**src/rtl/i2c_pkg.sv**
```systemverilog
// Shared definitions for the I2C SCL generator: state encoding, default
// divisor width and minimum quarter-period.
package i2c_pkg;

    localparam int unsigned I2C_CNT_W = 16;
    localparam int unsigned I2C_MIN_Q = 1;

    typedef enum logic [2:0] {
        IDLE  = 3'd0,
        LOW1  = 3'd1,
        LOW2  = 3'd2,
        HIGH1 = 3'd3,
        HIGH2 = 3'd4
    } scl_state_t;

    // SCL level driven in each state; only the two low phases pull the line.
    function automatic logic state_scl(input scl_state_t s);
        return !((s == LOW1) || (s == LOW2));
    endfunction

endpackage

```
**src/rtl/i2c_phase_counter.sv**
```systemverilog
// Phase counter: counts 0..q-1 and pulses tc in the last cycle of a phase,
// wrapping to 0; restart forces 0, hold freezes the count.
module i2c_phase_counter
    import i2c_pkg::*;
#(
    parameter int unsigned CNT_W = I2C_CNT_W
) (
    input  logic             clk,
    input  logic             reset_n,
    input  logic             restart,
    input  logic             hold,
    input  logic [CNT_W-1:0] q,
    output logic             tc
);

    logic [CNT_W-1:0] cnt_q;
    logic [CNT_W-1:0] last;

    // q is never below 1, so q-1 cannot underflow.
    assign last = q - CNT_W'(1);
    assign tc   = !restart && !hold && (cnt_q == last);

    always_ff @(posedge clk or negedge reset_n) begin
        if (!reset_n) begin
            cnt_q <= '0;
        end else if (restart || tc) begin
            cnt_q <= '0;
        end else if (!hold) begin
            cnt_q <= cnt_q + CNT_W'(1);
        end
    end

endmodule

```
**src/rtl/i2c_scl_gen.sv**
```systemverilog
// I2C master SCL generator with four single-cycle phase strobes.
// Optional slave clock stretching in HIGH1 when I2C_SCL_STRETCH_EN is defined.
module i2c_scl_gen
    import i2c_pkg::*;
#(
    parameter int unsigned CNT_W = I2C_CNT_W,
    parameter int unsigned MIN_Q = I2C_MIN_Q
) (
    input  logic             clk,
    input  logic             reset_n,
    input  logic             en,
    input  logic [CNT_W-1:0] div_q,
    input  logic             scl_i,
    output logic             scl_o,
    output logic             tick_fall,
    output logic             tick_mid_low,
    output logic             tick_rise,
    output logic             tick_mid_high,
    output logic             busy
);

    localparam logic [CNT_W-1:0] MIN_Q_C = CNT_W'(MIN_Q);

    scl_state_t       state_q, state_d;
    logic [CNT_W-1:0] eff_q, q_lat;
    logic             tc, hold, restart, enter;
    logic             fall_d, mid_low_d, rise_d, mid_high_d;

    assign eff_q   = (div_q < MIN_Q_C) ? MIN_Q_C : div_q;
    assign restart = (state_q == IDLE);

`ifdef I2C_SCL_STRETCH_EN
    assign hold = (state_q == HIGH1) && !scl_i;
`else
    logic unused_scl_i;
    assign hold         = 1'b0;
    assign unused_scl_i = scl_i;
`endif

    i2c_phase_counter #(
        .CNT_W (CNT_W)
    ) u_phase_counter (
        .clk     (clk),
        .reset_n (reset_n),
        .restart (restart),
        .hold    (hold),
        .q       (q_lat),
        .tc      (tc)
    );

    always_comb begin
        state_d = state_q;
        case (state_q)
            IDLE:    if (en) state_d = LOW1;
            LOW1:    if (tc) state_d = LOW2;
            LOW2:    if (tc) state_d = HIGH1;
            HIGH1:   if (tc) state_d = HIGH2;
            HIGH2:   if (tc) state_d = en ? LOW1 : IDLE;
            default: state_d = IDLE;
        endcase
    end

    // Every transition changes state, so a state change marks a phase start.
    always_comb begin
        enter      = (state_d != state_q);
        fall_d     = enter && (state_d == LOW1);
        mid_low_d  = enter && (state_d == LOW2);
        rise_d     = enter && (state_d == HIGH1);
        mid_high_d = enter && (state_d == HIGH2);
    end

    always_ff @(posedge clk or negedge reset_n) begin
        if (!reset_n) begin
            state_q <= IDLE;
        end else begin
            state_q <= state_d;
        end
    end

    always_ff @(posedge clk or negedge reset_n) begin
        if (!reset_n) begin
            q_lat         <= MIN_Q_C;
            scl_o         <= 1'b1;
            tick_fall     <= 1'b0;
            tick_mid_low  <= 1'b0;
            tick_rise     <= 1'b0;
            tick_mid_high <= 1'b0;
            busy          <= 1'b0;
        end else begin
            if (fall_d) begin
                q_lat <= eff_q;
            end
            scl_o         <= state_scl(state_d);
            tick_fall     <= fall_d;
            tick_mid_low  <= mid_low_d;
            tick_rise     <= rise_d;
            tick_mid_high <= mid_high_d;
            busy          <= (state_d != IDLE);
        end
    end

endmodule

```
**config.mk**
```make
export PLATFORM = sky130hd
export DESIGN_NAME = i2c_scl_gen
export DESIGN_NICKNAME = d
export VERILOG_FILES = /design/src/rtl/i2c_pkg.sv /design/src/rtl/i2c_phase_counter.sv /design/src/rtl/i2c_scl_gen.sv
export SDC_FILE = /design/constraint.sdc
export NUM_CORES = 1
export LEC_CHECK = 0
export ABC_AREA = 1
export CORE_MARGIN = 4
export CORE_UTILIZATION = 55
export DETAILED_ROUTE_END_ITERATION = 7
export GPL_TIMING_DRIVEN = 0
export PLACE_DENSITY = 0.76
export SLEW_MARGIN = 20
export SYNTH_ARGS = -nofsm -noshare
export SYNTH_HDL_FRONTEND = slang
export SYNTH_HIERARCHICAL = 1
export SYNTH_SLANG_ARGS = --single-unit
export TNS_END_PERCENT = 10
```
**constraint.sdc**
```tcl
create_clock -name clk -period 3 [get_ports clk]
set_clock_uncertainty 0.2 [all_clocks]
set_input_delay 0.6 -clock clk [delete_from_list [all_inputs] [get_ports clk]]
set_output_delay 0.6 -clock clk [all_outputs]
set_load 0.01 [all_outputs]
```
# Yosys cells after proc, flatten, opt, wreduce, memory -nomap -nowiden
# Cells that the tools add are included.
# totals
reg_bits,41
elab_cells,42
inputBits,20
output_inout_bits,6
# classes
addsub,2
mux,9
eq_ne,10
order_cmp,1
n_reduce_logical,11
# ops
op,count
$mux W16,2
$add A16 B1 Y16 const B,1
$eq A16 B16 Y1,1
$lt A16 B1 Y1 const B,1
$sub A16 B1 Y16 const B,1
$mux W3,5
$pmux W3 S5,1
$eq A3 B2 Y1 const B,4
$eq A3 B1 Y1 const B,2
$eq A3 B3 Y1 const B,2
$logic_and A1 B1 Y1,5
$logic_not A3 Y1,1
$ne A3 B3 Y1,1
$reduce_bool A3 Y1,1
$logic_not A1 Y1,2
$logic_or A1 B1 Y1,2
$mux W1,1

# Depth between registers and ports, before layout
# Gate-level depths: netlist of the first run.
# depth
word_depth,8
ltp_mapped,21
depth_no_buf,21

# Cells and area by module
# The synthesis of the first run kept the hierarchy.
# modules_own_cells
mod,instances,seq_area_each_um2,cells_per_inst,area_each_um2
i2c_phase_counter,1,400.4,255,1596.5
i2c_scl_gen,1,628.1,128,1129.8

# Worst setup path before layout of the first run
# No wires, ideal clock.
# synth_path
path_type,register to register
startpoint,register q_lat[0]
endpoint,register q_lat[4]
t_arrival_ps,2200
slack_ps,474
required_time_ps,2674
path_stages_with_launch,15
setup_ps,126
period_less_slack_ps,2526
n_path_buf,1
cell_sequence,dfstp_2 -> inv_1 -> ha_1 -> or2_2 -> nand2_1 -> nor2_1 -> nand3_1 -> nor2_1 -> nand3_1 -> nor2_2 -> nand3_2 -> inv_1 -> o2111ai_4 -> buf_6 -> o21ai_0
# synth_between
elab_chain_len,7
elab_cells_between_ends,11
cone_classes,add/sub: 1; eq/ne: 3; mux: 5; reduce/logical: 2
# synth_lines
item,line,text
"start, declared",i2c_scl_gen.sv:25,"logic [CNT_W-1:0] eff_q, q_lat;"
"start signal, assigned",i2c_scl_gen.sv:91,q_lat <= eff_q;
$sub A16 B1 Y16 *,i2c_phase_counter.sv:20,assign last = q - CNT_W'(1);
$eq A16 B16 Y1 *,i2c_phase_counter.sv:21,assign tc = !restart && !hold && (cnt_q == last);
$logic_and A1 B1 Y1 *,i2c_phase_counter.sv:21,
named net tc,i2c_scl_gen.sv:26,"logic tc, hold, restart, enter;"
$mux W3 (on tied branches),--,
$pmux W3 S5 *,i2c_scl_gen.sv:53,case (state_q)
$ne A3 B3 Y1 or $eq A3 B1 Y1 (tied branches),"i2c_scl_gen.sv:65, i2c_scl_gen.sv:66",
$logic_and A1 B1 Y1 *,i2c_scl_gen.sv:66,fall_d = enter && (state_d == LOW1);
# The timed path passes the listed nets; every way through them passes the cells marked *.
# A chain may end at the register's enable or synchronous reset.

# Final worst setup path of the first run
# layout_path
startpoint,register q_lat[0]
endpoint,register q_lat[5]
# The elaborated chain is that of the path after synthesis.

==> results of run 1 <==
-- cell type report --
type,instances,share of cell area [%]
sequential,41,32.13
buffer,5,1.564
inverter,54,6.568
timing repair buffer,25,7.975
multi-input combinational,283,45.66
clock buffer,6,2.267
clock inverter,2,1.212
tap,67,2.619
-- kinds of logic (layout without fill, tap and decap cells) --
family,after synthesis,count (layout)
buffers and inverters,59,92
adders and majority gates,2,2
DFF,41,41
other,1,1
AOI/OAI and AO/OA,20,20
xor gates and xnor gates,20,20
and+or+nand+nor,240,240
-- per-layer routing --
metal,GRT usage [%],share of wire (%)
met4,8.566,2.1
met5,0,0
met3,3.670,3.8
met1,26.65,46
met2,35.27,48
-- worst max-delay path, cell delays in order, from the launching register on --
cell       delay [ps]
dfstp_2           560
inv_1             110
ha_2              340
or2_2             100
nand2_1            40
nor2_1             90
nand3_1            60
nor2_1            140
nand3_1           110
nor2_2            130
nand3_4           130
inv_4             110
o2111ai_4         200
buf_6             210
o21ai_0           160
-- report_power, final --
part | total [mW] | leakage, nW | internal (mW) | switching (mW)
Clock | 0.446 | 0.0554 | 0.250 | 0.196
Sequential | 0.653 | 0.537 | 0.601 | 0.0519
Combinational | 0.288 | 1.09 | 0.131 | 0.156
Total | 1.39 | 1.68 | 0.982 | 0.404
-- metrics by stage --
stage / setup WS, ps / utilization (%) / setup TNS [ps]
3_3_place_gp: 64.29 / 64.16 / 0
5_1_grt: -39.75 / 67.32 / -57.58
2_1_floorplan: 473.8 / - / 0
4_1_cts: 91.12 / 66.82 / 0
6_report: 214.1 / 67.32 / 0
3_5_place_dp: 108.9 / 64.47 / 0
-- repair_timing --
action,CTS,global route
gates resized for setup,0,8
hold buffers,0,0
setup endpoints to repair,0,20
-- Yosys cell counts, drive strengths merged --
master / count
o2111ai: 1
dfrtp: 39
nor2: 65
nand3b: 1
xnor2: 6
nor3: 4
ha: 2
or2: 2
nand3: 36
o21bai: 1
conb: 1
a21o: 1
o21ai: 12
buf: 5
dfstp: 2
clkinv: 1
xor2: 14
a21oi: 4
nor4: 3
a21bo: 1
nand2: 127
nand4: 2
inv: 53
-- path summary, 6_finish.rpt --
check                                startpoint                              endpoint  slack (ps)  depth (start not counted)
max                        q_lat[0]$_DFFE_PN1P_                  q_lat[5]$_DFFE_PN0P_         210                         14
min                                     reset_n  u_phase_counter/cnt_q[1]$_DFFE_PN0P_          10                          1
max reg2reg                q_lat[0]$_DFFE_PN1P_                  q_lat[5]$_DFFE_PN0P_         210                         14
min reg2reg                q_lat[0]$_DFFE_PN1P_                  q_lat[0]$_DFFE_PN1P_         290                          2
max in group asynchronous               reset_n                       scl_o$_DFF_PN1_        2060                          2
min in group clk           q_lat[0]$_DFFE_PN1P_                  q_lat[0]$_DFFE_PN1P_         290                          2
-- sequential cells by signal, indices dropped and copies added, names as in the netlist --
register               cells
busy                       1
q_lat                     16
scl_o                      1
state_q                    3
tick_fall                  1
tick_mid_high              1
tick_mid_low               1
tick_rise                  1
u_phase_counter/cnt_q     16
==> results.sh, run 1 <==
export IMPL_status="complete, no violations"
export IMPL_syn_mean_instance_area_sq_um=7.118
export IMPL_drt_iter0_markers=131
export IMPL_place_area_sq_um=3065
export IMPL_critPathMaxFanout=10
export IMPL_placement_io_buffers=24
export IMPL_synth_area_leaders="dfrtp_1 36%, nand2_1 16%, inv_1 6.7%"
export IMPL_core_sq_um=4755
export IMPL_cts_tree="yes"
export IMPL_hold_viol_final=0
export IMPL_final_fill_count=434
export IMPL_criticalPathCategory="flop to flop"
export IMPL_clock_root_buffer="clkbuf_8"
export IMPL_syn_area_sq_um=2726
export IMPL_cp_start_kind="flop"
export IMPL_synthMuxAreaShare_pct=0
export IMPL_synth_distinct_cells=36
export IMPL_grt_util_all_layers_pct=20.96
export IMPL_area_growth_synth_to_final_pct=17.39
export IMPL_cp_required_ps=3010
export IMPL_die_area_sq_um=6147
export IMPL_cts_sinks=41
export IMPL_path_clk_slew_ps=80
export IMPL_cts_buffers=5
export IMPL_grt_ovfl_total=0
export IMPL_crit_arrival_ps=2800
export IMPL_wl_per_cell_um=12.16
export IMPL_mostFrequentLayoutCells="117 x nand2_1, 48 x inv_1, 45 x nor2_1"
export IMPL_drt_vias_per_instance=4.936
export IMPL_globalplace_congestion=0.9062
export IMPL_ys_seq_area_share_pct=37.72
export IMPL_setup_viol=0
export IMPL_htreeDepth=2
export IMPL_worstSkewPairLatency_ps=290
export IMPL_synthDominantCellAreaShare_pct=35.80
export IMPL_finalNetCount=437
export IMPL_synth_nets=405
export IMPL_clock_fmax_ghz=0.3590
export IMPL_num_vias=2384
export IMPL_synth_top_family_by_area="simple AND/OR/NAND/NOR gates"
export IMPL_chipWidth_um=78.41
export IMPL_p_leak_nw=1.678
export IMPL_clockBufferDepth=2
export IMPL_synth_compound_area_share_pct=5.369
export IMPL_io_pin_count=26
export IMPL_grt_max_degree=29
export IMPL_ant_nets=0
export IMPL_slew_viol_final=0
export IMPL_final_area_sq_um=3201
export IMPL_syn_inst=383
export IMPL_yosys_warnings=6
export IMPL_synthAdderAreaFrac_pct=0.9179
export IMPL_multi_input_area_sq_um=1461
export IMPL_maxCapViolations=0
export IMPL_place_hpwl_um=4626
export IMPL_grt_pass1_wl_um=10170
export IMPL_fin_crit_sh_pct=92.86
export IMPL_drive_gt1_share_pct=15.38
export IMPL_power_mw=1.386
export IMPL_drcViolationCount=0
export IMPL_final_common_cell="nand2_1"
export IMPL_fp_row_count=25
export IMPL_antenna_found_initial=0
export IMPL_yosys_area_share_simple_pct=40.06
export IMPL_drt_pre_antenna_iters=4
export IMPL_grt_pass1_vias=2290
export IMPL_ys_seq_elements=41
export IMPL_dp_cells=475
export IMPL_diodes=0
export IMPL_worstHoldPathType="primary input to asynchronous set/reset pin"
export IMPL_rsz0062_at_grt="true"
export IMPL_holdWs_ps=9.900
export IMPL_register_area_sq_um=1028
export IMPL_yosys_area_top_type="dfrtp_1"
export IMPL_min_period_ps=2786
export IMPL_power_density_nw_per_um2=433.0
export IMPL_end_kind="flop"
export IMPL_synth_xor_xnor_area_share_pct=6.425
export IMPL_start_util_pct=57.34
export IMPL_drt_total_wl_um=5871
export IMPL_final_cells=483
export IMPL_peakVddDrop_uv=298.2
export IMPL_post_cts_buffers=0
export IMPL_die_h_um=78.41
Note: power is estimated with default switching activity, not from simulation.
==> run 2: changes to the inputs <==
--- a/config.mk
+++ b/config.mk
@@ -14,6 +14,5 @@
 export SLEW_MARGIN = 20
 export SYNTH_ARGS = -nofsm -noshare
 export SYNTH_HDL_FRONTEND = slang
-export SYNTH_HIERARCHICAL = 1
 export SYNTH_SLANG_ARGS = --single-unit
 export TNS_END_PERCENT = 10
==> run 2 against run 1 <==
Compared with the run above: highest routed layer unchanged; maximum frequency shrank 2.2%; sequential share of layout area down 0.86 points; global-route usage grew 1.7 points.
==> results.sh, run 2 <==
export IMPL_status="complete, no violations"
export IMPL_r2r_cells=16
export IMPL_cts_sinks=41
export IMPL_yosys_warnings=0
export IMPL_drcViolationCount=0
export IMPL_chipWidth_um=79.05
export IMPL_power_density_nw_per_um2=847.3
export IMPL_criticalPathCategory="flop to flop"
export IMPL_final_util_pct=68.26
export IMPL_peakVddDrop_uv=664.4
export IMPL_finalNetCount=470
export IMPL_drt_iter0_markers=132
export IMPL_die_area_sq_um=6249
export IMPL_synthDominantCellAreaShare_pct=35.15
export IMPL_critPathBufInv=3
export IMPL_synth_common_cells="134 x nand2_1, 58 x inv_1, 52 x nor2_1"
export IMPL_yosys_area_top_type="dfrtp_1"
export IMPL_clockBufferDepth=2
export IMPL_reg_top3="q_lat (16), u_phase_counter.cnt_q (16), state_q (3)"
export IMPL_top_usage_layer="met2"
export IMPL_cts_buffers=5
export IMPL_ys_seq_area_share_pct=37.04
export IMPL_fin_crit_sh_pct=94.94
export IMPL_worstSkewPairLatency_ps=300
export IMPL_grt_ovfl_total=0
export IMPL_cpMaxStageDelayCell="dfstp_2"
export IMPL_drive_gt1_share_pct=10.02
export IMPL_start_util_pct=57.64
export IMPL_clock_fmax_ghz=0.3511
export IMPL_drt_total_wl_um=6474
export IMPL_io_pin_count=26
export IMPL_synth_nets=435
export IMPL_hold_viol_final=0
export IMPL_wl_per_cell_um=12.55
export IMPL_critPathMaxFanout=10
export IMPL_met1_usage_pct=31.01
export IMPL_path_clk_slew_ps=80
export IMPL_drt_vias_per_instance=5.101
export IMPL_clock_root_buffer="clkbuf_8"
export IMPL_gr_usage_met3_pct=4.082
export IMPL_crit_family="simple AND/OR/NAND/NOR gates"
export IMPL_mostFrequentLayoutCells="133 x nand2_1, 57 x inv_1, 50 x nor2_1"
export IMPL_globalplace_congestion=0.9413
export IMPL_synth_most_common_cell="nand2_1"
export IMPL_cpPeakStageDelay_ps=550
export IMPL_area_growth_synth_to_final_pct=18.43
export IMPL_place_hpwl_um=5320
export IMPL_grt_max_degree=27
export IMPL_cp_start_kind="flop"
export IMPL_final_common_cell="nand2_1"
export IMPL_slew_viol_final=0
export IMPL_met2_usage_pct=36.87
export IMPL_core_sq_um=4817
export IMPL_fp_row_count=25
export IMPL_syn_mean_instance_area_sq_um=6.723
export IMPL_synth_distinct_cells=32
export IMPL_syn_inst=413
export IMPL_cp_required_ps=2990
export IMPL_path_cells="inv_2 > ha_2 > inv_1 > nand2_1 > nand2_1 > nor2_4 > nand2_1 > nor2_1 > nand2_1 > nor2_2 > nand4_1 > nor2_2 > o2111ai_2 > buf_2 > nand2_1 > nand2_1"
export IMPL_syn_area_sq_um=2776
export IMPL_path_depth=16
export IMPL_synthFlopType="dfrtp_1"
export IMPL_synth_area_leaders="dfrtp_1 35%, nand2_1 18%, inv_1 7.8%"
export IMPL_grt_pass1_vias=2497
export IMPL_htreeDepth=2
export IMPL_drt_pre_antenna_iters=4
export IMPL_diodes=0
export IMPL_ys_seq_elements=41
export IMPL_min_period_ps=2848
export IMPL_grt_util_all_layers_pct=22.69
export IMPL_cts_hold_buf=0
export IMPL_grt_pass1_wl_um=11160
export IMPL_crit_top_cell="nand2_1"
export IMPL_crit_arrival_ps=2840
export IMPL_worst_slew_pin_slew_ps=474.3
export IMPL_maxCapViolations=0
export IMPL_die_h_um=79.05
export IMPL_synth_edff_count=0
export IMPL_worstHoldPathType="primary input to asynchronous set/reset pin"
export IMPL_holdWs_ps=17.16
export IMPL_num_vias=2632
export IMPL_cts_tree="yes"
export IMPL_antenna_found_initial=0
export IMPL_async_flop_share_pct=100.0
export IMPL_p_leak_nw=1.701
export IMPL_end_kind="flop"
export IMPL_setup_viol=0
export IMPL_ant_nets=0
export IMPL_maxSlewHeadroom_pct=68.09
export IMPL_placement_io_buffers=24
==> run 2: timing repair <==
item                                    CTS  global route
gates resized for setup                   1            11
pin swaps                                 0             4
cloned                                    0             1
endpoints found under the setup margin    9            29
buffers inserted                          0             2
==> run 2: layout make-up <==
class	count	area, sq um
plain buffers	5	36.28
repair buffers	28	281.5
fillers	444	1529
clock buffers	6	82.58
inverters	58	217.7
clock inverters	2	37.54
multi-input cells	309	1520
well taps	67	83.83
flip-flops and latches	41	1028
==> run 2: worst register-to-register path, stage by stage, from the launching register on <==
cell and delay, ps:
dfstp_2 550, inv_2 60, ha_2 330, inv_1 40
nand2_1 60, nand2_1 70, nor2_4 150, nand2_1 70
nor2_1 90, nand2_1 70, nor2_2 100, nand4_1 130
nor2_2 140, o2111ai_2 280, buf_2 290, nand2_1 80
nand2_1 50
==> run 2: path summary, 6_finish.rpt <==
path / from / end / slack [ps]
min in group clk: q_lat[0]$_DFFE_PN1P_ / q_lat[0]$_DFFE_PN1P_ / 290
setup / recovery: q_lat[0]$_DFFE_PN1P_ / q_lat[13]$_DFFE_PN0P_ / 150
max in group asynchronous: reset_n / q_lat[0]$_DFFE_PN1P_ / 2040
setup reg to reg: q_lat[0]$_DFFE_PN1P_ / q_lat[13]$_DFFE_PN0P_ / 150
hold reg to reg: q_lat[0]$_DFFE_PN1P_ / q_lat[0]$_DFFE_PN1P_ / 290
hold / removal: reset_n / u_phase_counter.cnt_q[3]$_DFF_PN0_ / 20
==> run 2: per-layer routing <==
metal | part of all wire, % | up-vias
met4 | 1.2 | 0
met5 | 0 | -
met1 | 48 | 1204
met3 | 3.4 | 8
met2 | 47 | 50
li1 | - | 1370
==> run 2: kinds of logic (layout without fill, tap and decap cells) <==
| logic type | after synthesis | after routing | synth area share, % |
|---|---|---|---|
| AND/OR/NAND/NOR | 280 | 280 | 46.01 |
| adder cells (fa/ha/maj) | 2 | 2 | 0.9012 |
| AO/OA/AOI/OAI | 17 | 17 | 3.785 |
| buffers and inverters | 63 | 99 | 9.103 |
| XOR/XNOR | 10 | 10 | 3.155 |
| flip-flops | 41 | 41 | 37.04 |
==> run 2: power by group <==
group          switching [mW]  leakage (nW)  internal (mW)  total, mW
Clock                   0.201        0.0574          0.271      0.472
Sequential              0.215         0.516          0.724      0.939
Combinational           0.864          1.13          0.511       1.37
==> run 2: through the flow <==
stage,TNS (ps),cell area [sq um],power [mW],worst slack [ps],std cells
finish,0,3288,2.786,151.7,516
CTS,0,3237,2.723,10.38,513
global placement,0,3100,2.208,20.31,504
floorplan,0,2776,1.908,438.3,413
detailed placement,-1.027,3115,2.243,-1.027,505
global route,-11.02,3288,3.058,-11.02,516
==> run 3: changes to the inputs <==
--- a/config.mk
+++ b/config.mk
@@ -15,4 +15,3 @@
 export SYNTH_ARGS = -nofsm -noshare
 export SYNTH_HDL_FRONTEND = slang
 export SYNTH_SLANG_ARGS = --single-unit
-export TNS_END_PERCENT = 10
==> results of run 3 <==
Final layout, timing and power as in run 2 (identical DEF).
